--- src/rtl/text_sequencer_if.sv ---
// text_sequencer_if: game-event inputs and overlay/timer control outputs of the
// text sequencer. The master drives events, the slave (the sequencer) drives controls.
interface text_sequencer_if;
  logic       refresh_tick;
  logic       btn_start;
  logic       btn_pause;
  logic       crash;
  logic       lap_done;
  logic       start_en;
  logic       crash_en;
  logic       finish_en;
  logic       pause;
  logic       timer_reset;
  logic       game_run;
  logic [2:0] state;

  modport master (
    output refresh_tick, btn_start, btn_pause, crash, lap_done,
    input  start_en, crash_en, finish_en, pause, timer_reset, game_run, state
  );

  modport slave (
    input  refresh_tick, btn_start, btn_pause, crash, lap_done,
    output start_en, crash_en, finish_en, pause, timer_reset, game_run, state
  );
endinterface

--- src/rtl/text_sequencer.sv ---
// text_sequencer: game-flow FSM driving the text overlay banners and race timer.
// Optional start-banner blink in IDLE is enabled by defining TEXT_SEQ_BLINK_EN.
module text_sequencer #(
  parameter int unsigned READY_FRAMES = 120,
  parameter int unsigned END_FRAMES   = 180,
  parameter int unsigned BLINK_FRAMES = 30
) (
  input  logic              clk,
  input  logic              reset,
  text_sequencer_if.slave   bus
);

  localparam int unsigned CNT_W = 8;

  typedef enum logic [2:0] {
    IDLE   = 3'd0,
    READY  = 3'd1,
    RACE   = 3'd2,
    PAUSED = 3'd3,
    CRASH  = 3'd4,
    FINISH = 3'd5
  } state_e;

  state_e             state_q, state_d;
  logic [CNT_W-1:0]   fcnt_q, fcnt_d;
  logic               start_prev_q, start_prev_d;
  logic               pause_prev_q, pause_prev_d;
  logic               start_rise_c, pause_rise_c;
  logic               idle_banner_c;

  logic start_en_q,    start_en_d;
  logic crash_en_q,    crash_en_d;
  logic finish_en_q,   finish_en_d;
  logic pause_q,       pause_d;
  logic timer_reset_q, timer_reset_d;
  logic game_run_q,    game_run_d;

  // Button rise detection against the previous sampled level
  always_comb begin
    start_prev_d = bus.btn_start;
    pause_prev_d = bus.btn_pause;
    start_rise_c = bus.btn_start & ~start_prev_q;
    pause_rise_c = bus.btn_pause & ~pause_prev_q;
  end

  // Next-state logic
  always_comb begin
    state_d = state_q;
    case (state_q)
      IDLE:   if (start_rise_c) state_d = READY;
      READY:  if (bus.refresh_tick && (fcnt_q == CNT_W'(READY_FRAMES - 1))) state_d = RACE;
      RACE: begin
        if (bus.crash)         state_d = CRASH;
        else if (bus.lap_done) state_d = FINISH;
        else if (pause_rise_c) state_d = PAUSED;
      end
      PAUSED: if (pause_rise_c) state_d = RACE;
      CRASH,
      FINISH: if (start_rise_c && (fcnt_q >= CNT_W'(END_FRAMES))) state_d = IDLE;
      default: state_d = IDLE;
    endcase
  end

  // Frame counter: cleared on any state change, else counts ticks up to saturation
  always_comb begin
    fcnt_d = fcnt_q;
    if (state_d != state_q)
      fcnt_d = '0;
    else if (bus.refresh_tick && (fcnt_q != {CNT_W{1'b1}}))
      fcnt_d = fcnt_q + CNT_W'(1);
  end

`ifdef TEXT_SEQ_BLINK_EN
  logic [CNT_W-1:0] blink_cnt_q, blink_cnt_d;
  logic             blink_on_q,  blink_on_d;

  // Blink phase advances only while staying in IDLE; restarts on-phase otherwise
  always_comb begin
    blink_cnt_d = blink_cnt_q;
    blink_on_d  = blink_on_q;
    if ((state_q == IDLE) && (state_d == IDLE)) begin
      if (bus.refresh_tick) begin
        if (blink_cnt_q == CNT_W'(BLINK_FRAMES - 1)) begin
          blink_cnt_d = '0;
          blink_on_d  = ~blink_on_q;
        end else begin
          blink_cnt_d = blink_cnt_q + CNT_W'(1);
        end
      end
    end else begin
      blink_cnt_d = '0;
      blink_on_d  = 1'b1;
    end
    idle_banner_c = blink_on_d;
  end

  // Blink counter and phase registers
  always_ff @(posedge clk or posedge reset) begin
    if (reset) begin
      blink_cnt_q <= '0;
      blink_on_q  <= 1'b1;
    end else begin
      blink_cnt_q <= blink_cnt_d;
      blink_on_q  <= blink_on_d;
    end
  end
`else
  logic [CNT_W-1:0] unused_blink_frames_c;

  // Steady banner in IDLE; blink length has no effect in this build
  always_comb begin
    idle_banner_c         = 1'b1;
    unused_blink_frames_c = CNT_W'(BLINK_FRAMES);
  end
`endif

  // Moore output decode of the next state, registered alongside the state
  always_comb begin
    start_en_d    = 1'b0;
    crash_en_d    = 1'b0;
    finish_en_d   = 1'b0;
    pause_d       = 1'b0;
    timer_reset_d = 1'b0;
    game_run_d    = 1'b0;
    case (state_d)
      IDLE: begin
        start_en_d    = idle_banner_c;
        pause_d       = 1'b1;
        timer_reset_d = 1'b1;
      end
      READY: begin
        start_en_d    = 1'b1;
        pause_d       = 1'b1;
        timer_reset_d = 1'b1;
      end
      RACE:   game_run_d = 1'b1;
      PAUSED: pause_d    = 1'b1;
      CRASH: begin
        crash_en_d = 1'b1;
        pause_d    = 1'b1;
      end
      FINISH: begin
        finish_en_d = 1'b1;
        pause_d     = 1'b1;
      end
      default: ;
    endcase
  end

  // State, counter, button history and output registers
  always_ff @(posedge clk or posedge reset) begin
    if (reset) begin
      state_q       <= IDLE;
      fcnt_q        <= '0;
      start_prev_q  <= 1'b1;
      pause_prev_q  <= 1'b1;
      start_en_q    <= 1'b1;
      crash_en_q    <= 1'b0;
      finish_en_q   <= 1'b0;
      pause_q       <= 1'b1;
      timer_reset_q <= 1'b1;
      game_run_q    <= 1'b0;
    end else begin
      state_q       <= state_d;
      fcnt_q        <= fcnt_d;
      start_prev_q  <= start_prev_d;
      pause_prev_q  <= pause_prev_d;
      start_en_q    <= start_en_d;
      crash_en_q    <= crash_en_d;
      finish_en_q   <= finish_en_d;
      pause_q       <= pause_d;
      timer_reset_q <= timer_reset_d;
      game_run_q    <= game_run_d;
    end
  end

  assign bus.state       = state_q;
  assign bus.start_en    = start_en_q;
  assign bus.crash_en    = crash_en_q;
  assign bus.finish_en   = finish_en_q;
  assign bus.pause       = pause_q;
  assign bus.timer_reset = timer_reset_q;
  assign bus.game_run    = game_run_q;

endmodule

--- src/flat_wrapper.sv ---
// flat-port wrapper written by rule: the top's interface ports become plain ports
module text_sequencer_flat 
#(
  parameter int unsigned READY_FRAMES = 120,
  parameter int unsigned END_FRAMES   = 180,
  parameter int unsigned BLINK_FRAMES = 30
)
  (clk, reset, bus_refresh_tick, bus_btn_start, bus_btn_pause, bus_crash, bus_lap_done, bus_start_en, bus_crash_en, bus_finish_en, bus_pause, bus_timer_reset, bus_game_run, bus_state);
  text_sequencer_if bus_i ();
  input  logic clk;
  input  logic reset;
  input wire logic [$bits(bus_i.refresh_tick)-1:0] bus_refresh_tick;
  input wire logic [$bits(bus_i.btn_start)-1:0] bus_btn_start;
  input wire logic [$bits(bus_i.btn_pause)-1:0] bus_btn_pause;
  input wire logic [$bits(bus_i.crash)-1:0] bus_crash;
  input wire logic [$bits(bus_i.lap_done)-1:0] bus_lap_done;
  output wire logic [$bits(bus_i.start_en)-1:0] bus_start_en;
  output wire logic [$bits(bus_i.crash_en)-1:0] bus_crash_en;
  output wire logic [$bits(bus_i.finish_en)-1:0] bus_finish_en;
  output wire logic [$bits(bus_i.pause)-1:0] bus_pause;
  output wire logic [$bits(bus_i.timer_reset)-1:0] bus_timer_reset;
  output wire logic [$bits(bus_i.game_run)-1:0] bus_game_run;
  output wire logic [$bits(bus_i.state)-1:0] bus_state;
  assign bus_i.refresh_tick = bus_refresh_tick;
  assign bus_i.btn_start = bus_btn_start;
  assign bus_i.btn_pause = bus_btn_pause;
  assign bus_i.crash = bus_crash;
  assign bus_i.lap_done = bus_lap_done;
  assign bus_start_en = bus_i.start_en;
  assign bus_crash_en = bus_i.crash_en;
  assign bus_finish_en = bus_i.finish_en;
  assign bus_pause = bus_i.pause;
  assign bus_timer_reset = bus_i.timer_reset;
  assign bus_game_run = bus_i.game_run;
  assign bus_state = bus_i.state;
  text_sequencer #(.READY_FRAMES(READY_FRAMES), .END_FRAMES(END_FRAMES), .BLINK_FRAMES(BLINK_FRAMES)) u_core (.clk(clk), .reset(reset), .bus(bus_i));
endmodule
--- config.mk ---
export PLATFORM = sky130hd
export DESIGN_NAME = text_sequencer_flat
export DESIGN_NICKNAME = d
export VERILOG_FILES = /design/src/rtl/text_sequencer_if.sv /design/src/rtl/text_sequencer.sv /design/src/flat_wrapper.sv
export SDC_FILE = /design/constraint.sdc
export NUM_CORES = 1
export LEC_CHECK = 0
export CAP_MARGIN = 20
export CORE_AREA = 2 2 45 88
export DETAILED_ROUTE_END_ITERATION = 8
export DIE_AREA = 0 0 47 90
export SETUP_SLACK_MARGIN = 0.5
export SYNTH_ARGS = -nofsm -noshare
export SYNTH_HDL_FRONTEND = slang
export SYNTH_SLANG_ARGS = --single-unit
--- constraint.sdc ---
create_clock -name clk -period 2.15 [get_ports clk]
set_input_delay 0.215 -clock clk [delete_from_list [all_inputs] [get_ports clk]]
set_output_delay 0.215 -clock clk [all_outputs]
set_load 0.02 [all_outputs]
After elaboration in Yosys (flattened, before gate mapping)
Cells that the tools add are included.
{"block": "classes", "eq_ne": 13, "n_lt_le_gt_ge": 1, "mux": 15, "addsub": 1, "n_reduce_logical": 9, "bitwise": 4}
{"op": "2-to-1 mux 3 bit", "n": 7}
{"op": "2-to-1 mux 8 bit", "n": 2}
{"op": "one-hot mux 3 bit (5 select lines)", "n": 1}
{"op": "equality test 3 x 2 -> 1 bit (second input constant)", "n": 4}
{"op": "equality test 3 bit (second input constant)", "n": 4}
{"op": "adder 8 x 1 -> 8 bit (second input constant)", "n": 1}
{"op": "equality test 8 x 7 -> 1 bit (second input constant)", "n": 1}
{"op": ">= comparator 8 bit (second input constant)", "n": 1}
{"op": "!= test 8 bit (second input constant)", "n": 1}
{"op": "equality test 3 x 1 -> 1 bit (second input constant)", "n": 2}
{"op": "zero test 3 bit", "n": 2}
{"op": "2-to-1 mux 1 bit", "n": 5}
{"op": "OR reduction 5 bit", "n": 1}
{"op": "OR reduction 2 bit", "n": 2}
{"op": "logical AND 1 bit", "n": 3}
{"op": "!= test 3 bit", "n": 1}
{"op": "bitwise AND 1 bit", "n": 2}
{"op": "inverter 1 bit", "n": 2}
{"op": "nonzero test 2 bit", "n": 1}
{"block": "totals", "regBits": 18, "in_bits": 7, "out_inout_bits": 9}

Logic depth before layout (Yosys ltp)
{"block": "logic_depth", "depth_word": 9, "ltp_mapped": 6, "depth_no_buf": 6}

Worst setup path after synthesis
Ideal clock, no wire load.
{"block": "synth_timing", "kind": "register -> register", "startpoint": "reg u_core.fcnt_q[0]", "endpoint": "reg u_core.fcnt_q[6]", "slack_ps": 466, "arrival_ps": 1552, "synth_period_minus_slack_ps": 1684, "required_time_ps": 2018, "n_path_buf": 0, "path_stages_with_launch": 7, "setup_time_ps": 132, "path_cell_list": "dfrtp_1 ha_1 nand2_2 nor4_4 a22oi_2 o22ai_4 nor3_1"}
{"block": "synth_via", "elab_chain_cells": 6, "word_cells_on_any_way": 14, "classes_between": "add/sub (1); order compare (1); eq/ne (3); mux (5); reduce/logical (4)"}
{"item": "start, declared", "line": "text_sequencer.sv:25", "rtl": "logic [CNT_W-1:0] fcnt_q, fcnt_d;"}
{"item": "start signal, assigned", "line": "text_sequencer.sv:165", "rtl": "fcnt_q <= fcnt_d;"}
{"item": ">= comparator 8 bit / equality test 8 x 7 -> 1 bit (equally long branches)", "line": "text_sequencer.sv:59, text_sequencer.sv:51"}
{"item": "logical AND 1 bit (on tied branches)", "line": "text_sequencer.sv:59, text_sequencer.sv:51"}
{"item": "2-to-1 mux 3 bit (on tied branches)", "line": "text_sequencer.sv:59, text_sequencer.sv:51"}
{"item": "one-hot mux 3 bit (5 select lines)", "line": "text_sequencer.sv:49", "rtl": "case (state_q)"}
{"item": "!= test 3 bit", "line": "text_sequencer.sv:67", "rtl": "if (state_d != state_q)"}
{"item": "2-to-1 mux 8 bit / nonzero test 2 bit (equally long branches)"}
Parallel ways exist; a longest one is shown, timed or not. The select of a mux whose other input is x is not followed.
A chain may end at the register's enable or synchronous reset.

Final worst setup path
{"block": "layout_timing", "startpoint": "reg u_core.state_q[1] (netlist: u_core.bus.state[1])", "endpoint": "reg u_core.fcnt_q[7]"}
{"block": "layout_via", "elab_chain_cells": 6, "word_cells_on_any_way": 18, "classes_between": "eq/ne (6); mux (9); reduce/logical (3)"}
{"item": "start, declared", "line": "text_sequencer.sv:24", "rtl": "state_e state_q, state_d;"}
{"item": "start signal, assigned", "line": "text_sequencer.sv:164", "rtl": "state_q <= state_d;"}
{"item": "2-to-1 mux 3 bit", "line": "text_sequencer.sv:55", "rtl": "else if (pause_rise_c) state_d = PAUSED;"}
{"item": "2-to-1 mux 3 bit", "line": "text_sequencer.sv:54", "rtl": "else if (bus.lap_done) state_d = FINISH;"}
{"item": "2-to-1 mux 3 bit", "line": "text_sequencer.sv:53", "rtl": "if (bus.crash) state_d = CRASH;"}
{"item": "one-hot mux 3 bit (5 select lines)", "line": "text_sequencer.sv:49"}
{"item": "!= test 3 bit (*)", "line": "text_sequencer.sv:67"}
{"item": "2-to-1 mux 8 bit / nonzero test 2 bit (equally long branches)"}
Every way passes the cells marked *; elsewhere a longest branch is shown, timed or not.

==> impl_metrics.env <==
export IMPL_first_global_vias=920
export IMPL_r2r_cells=6
export IMPL_layout_drive_gt1_share=0.385
export IMPL_vdd_ir_drop_worst_mv=0.400
export IMPL_place_hpwl_um=1790
export IMPL_post_synth_top_area_cell="sky130_fd_sc_hd__dfrtp_1"
export IMPL_adder_cell_fraction_of_synth_area=0.0243
export IMPL_timing_critical_path_required_ps=2310
export IMPL_crit_path_end_kind="flop"
export IMPL_grt_max_degree=19
export IMPL_insertedDiodeCount=0
export IMPL_yosys_area_share_simple=0.228
export IMPL_routed_via_count=943
export IMPL_synth_net_count=111
export IMPL_worst_slew_pin_slew_ps=670
export IMPL_rsz0062_at_grt="true"
export IMPL_die_y_um=90
export IMPL_synth_top_family_by_area="simple AND/OR/NAND/NOR gates"
export IMPL_post_route_util=0.421
export IMPL_setup_viol=0
export IMPL_postRouteAntennaNets=0
export IMPL_number_of_instances_in_the_synthesized_netlist=102
export IMPL_track_usage=0.133
export IMPL_synth_xor_area_share=0.0170
export IMPL_seq_area_frac_synth=0.442
export IMPL_numPortBuffers=15
export IMPL_global_route_wire_length_before_repair_um=4140
export IMPL_numCtsBuffers=3
export IMPL_syn_avg_cell_area_sq_um=10.1
export IMPL_placement_rows=31
export IMPL_drt_initial_drc_count=32
export IMPL_run_status="completed"
export IMPL_predominant_post_synthesis_flop_cell="sky130_fd_sc_hd__dfrtp_1"
export IMPL_clock_latency_ps=260
export IMPL_max_slew_margin=0.553
export IMPL_post_route_clock_skew_ps=9.62
export IMPL_cts_buffer_depth=2
export IMPL_avgViaCountPerCell=5.27
export IMPL_grt_remaining_overflow=0
export IMPL_number_of_enable_flip_flop_cells_after_synthesis=0
export IMPL_area_fraction_in_compound_gates_after_synthesis=0.228
export IMPL_period_minus_slack_ps=1740
export IMPL_post_layout_total_power_mw=1.40
export IMPL_routed_wire_length_per_instance_um=14.8
export IMPL_synth_top_cells_by_area="sky130_fd_sc_hd__dfrtp_1 (34%), sky130_fd_sc_hd__dfstp_2 (10%), sky130_fd_sc_hd__nor2_1 (4.4%), sky130_fd_sc_hd__nand3_1 (3.4%), sky130_fd_sc_hd__ha_1 (2.4%)"
export IMPL_synthArstFlopShare=1.00
export IMPL_initial_core_util=0.289
export IMPL_fmax_mhz=575
export IMPL_place_gp_congestion=0.931
export IMPL_worst_path_fanout_max=10
export IMPL_drt_wl_total_um=2660
export IMPL_finalHoldViolCount=0
export IMPL_nNetsFinal=140
export IMPL_powerDensity_nw_per_um2=931
export IMPL_antenna_found_initial=0
export IMPL_final_period_utilization=0.809
export IMPL_synth_distinct_cells=44
export IMPL_drtPass1Iterations=4
export IMPL_setup_tns_ps=0
export IMPL_crit_arrival_ps=1900
export IMPL_die_area_sq_um=4230
export IMPL_clock_transition_at_the_register_clock_pins_on_the_worst_setup_and_hold_paths_after_cts_ps=70
export IMPL_synthMuxAreaShare=0.0194
export IMPL_synth_top_area_share=0.340
export IMPL_critPathKind="flop to flop"
export IMPL_netlist_area_sq_um=1030
export IMPL_ys_warnings_count=0
export IMPL_area_growth_pct=45.9
export IMPL_boundaryPins=16
export IMPL_cts_sink_count=18
export IMPL_min_path_type="input pin to asynchronous set/reset pin"
export IMPL_max_cap_viol_count=0
export IMPL_critical_path_startpoint_type="flop"
export IMPL_cellLeakagePower_nw=0.595
export IMPL_clk_root_buffer_cell="sky130_fd_sc_hd__clkbuf_8"
export IMPL_slew_viol_final=0
export IMPL_cts_htree_levels=1
export IMPL_coreArea_sq_um=3570
export IMPL_die_width_um=47
export IMPL_cts_tree="done"
export IMPL_drc_errors=0
export IMPL_yosys_register_bits=18
-- Yosys cell counts (2+ instances only) --
| library cell | instances |
|---|---|
| sky130_fd_sc_hd__a211oi_1 | 2 |
| sky130_fd_sc_hd__a21boi_0 | 2 |
| sky130_fd_sc_hd__a21oi_1 | 2 |
| sky130_fd_sc_hd__buf_2 | 3 |
| sky130_fd_sc_hd__dfrtp_1 | 14 |
| sky130_fd_sc_hd__dfstp_2 | 4 |
| sky130_fd_sc_hd__ha_1 | 2 |
| sky130_fd_sc_hd__inv_1 | 4 |
| sky130_fd_sc_hd__mux2i_1 | 2 |
| sky130_fd_sc_hd__nand2_1 | 5 |
| sky130_fd_sc_hd__nand2b_1 | 4 |
| sky130_fd_sc_hd__nand3_1 | 7 |
| sky130_fd_sc_hd__nor2_1 | 12 |
| sky130_fd_sc_hd__nor2b_1 | 4 |
| sky130_fd_sc_hd__nor3_1 | 2 |
| sky130_fd_sc_hd__o21ai_0 | 2 |
| sky130_fd_sc_hd__o21bai_1 | 3 |
| sky130_fd_sc_hd__o311ai_0 | 2 |
-- final timing paths --
kind | slack [ps] | start | to
worst max register to register | 410 | u_core.bus.state[1] | u_core.fcnt_q[7]
max in group asynchronous | 1320 | reset | u_core.fcnt_q[3]
worst min register to register | 570 | u_core.bus.state[2] | u_core.bus.state[1]
worst min-delay path | 350 | reset | u_core.bus.state[1]
min in group clk | 380 | bus_btn_pause | u_core.pause_prev_q
worst max-delay path | 410 | u_core.bus.state[1] | u_core.fcnt_q[7]
-- critical path, stage by stage, from the launching register on --
cell and delay, ps:
sky130_fd_sc_hd__dfrtp_2 490, sky130_fd_sc_hd__nor2_1 290, sky130_fd_sc_hd__o2bb2ai_4 170, sky130_fd_sc_hd__a21boi_4 240
sky130_fd_sc_hd__o22ai_4 100, sky130_fd_sc_hd__buf_12 160, sky130_fd_sc_hd__a311oi_2 190
-- state kept, by name, indices dropped and copies added, names as in the netlist --
signal and flops:
u_core.fcnt_q 8, u_core.bus.crash_en 1, u_core.bus.game_run 1, u_core.bus.start_en 1
u_core.bus.finish_en 1, u_core.bus.state 3, u_core.start_prev_q 1, u_core.pause_prev_q 1
u_core.bus.pause 1
-- placed cells by master (no fill, tap or decap), types with 3 or more instances in the layout --
cell type                         instances
sky130_fd_sc_hd__clkbuf_8                 4
sky130_fd_sc_hd__nand3_1                  7
sky130_fd_sc_hd__nor2_1                  11
sky130_fd_sc_hd__o21bai_1                 3
sky130_fd_sc_hd__clkdlybuf4s50_1         13
sky130_fd_sc_hd__dfstp_2                  4
sky130_fd_sc_hd__dfrtp_1                  5
sky130_fd_sc_hd__inv_1                    4
sky130_fd_sc_hd__buf_4                   12
sky130_fd_sc_hd__nor2b_1                  3
sky130_fd_sc_hd__nand2_1                  5
sky130_fd_sc_hd__dfrtp_2                  9
sky130_fd_sc_hd__nand2b_1                 3
-- routing by layer --
layer | GRT usage | routed length [um] | part of all wire
met4 | 0.0880 | 119 | 0.045
met2 | 0.224 | 1560 | 0.59
met5 | 0 | 0 | 0
met1 | 0.136 | 883 | 0.33
met3 | 0.0241 | 96 | 0.036
-- final cells by class --
| cell class | count | area (sq um) |
|---|---|---|
| Fill cell | 366 | 2070 |
| Tap cell | 49 | 61.3 |
| Timing Repair Buffer | 29 | 273 |
| Sequential cell | 18 | 467 |
| Multi-Input combinational cell | 75 | 632 |
| Inverter | 4 | 15.0 |
| Clock buffer | 4 | 55.1 |
-- power breakdown --
part,internal [mW],switching [mW]
clock network,0.163,0.116
registers,0.435,0.132
logic,0.281,0.273
-- cell families after synthesis --
kind of cell,Yosys count
buf+inv,9
mux,2
flops,18
fa+ha+maj,2
compound gates,27
xor+xnor,2
simple gates,42
-- what timing repair did --
item	4_1_cts	5_1_grt
gates cloned	0	0
endpoints found under the setup margin	14	15
gates resized for setup	12	19
buffers inserted	6	8
hold buffers	0	0
pin swaps	2	9
-- through the flow --
step	std cells	setup WS (ps)	hold WS, ps	area [sq um]
2_1_floorplan	102	523	151	1030
3_3_place_gp	161	213	602	1210
3_5_place_dp	161	141	619	1210
4_1_cts	171	485	384	1360
5_1_grt	179	362	396	1500
6_report	179	411	351	1500
Power figures use the tool's default switching activity.
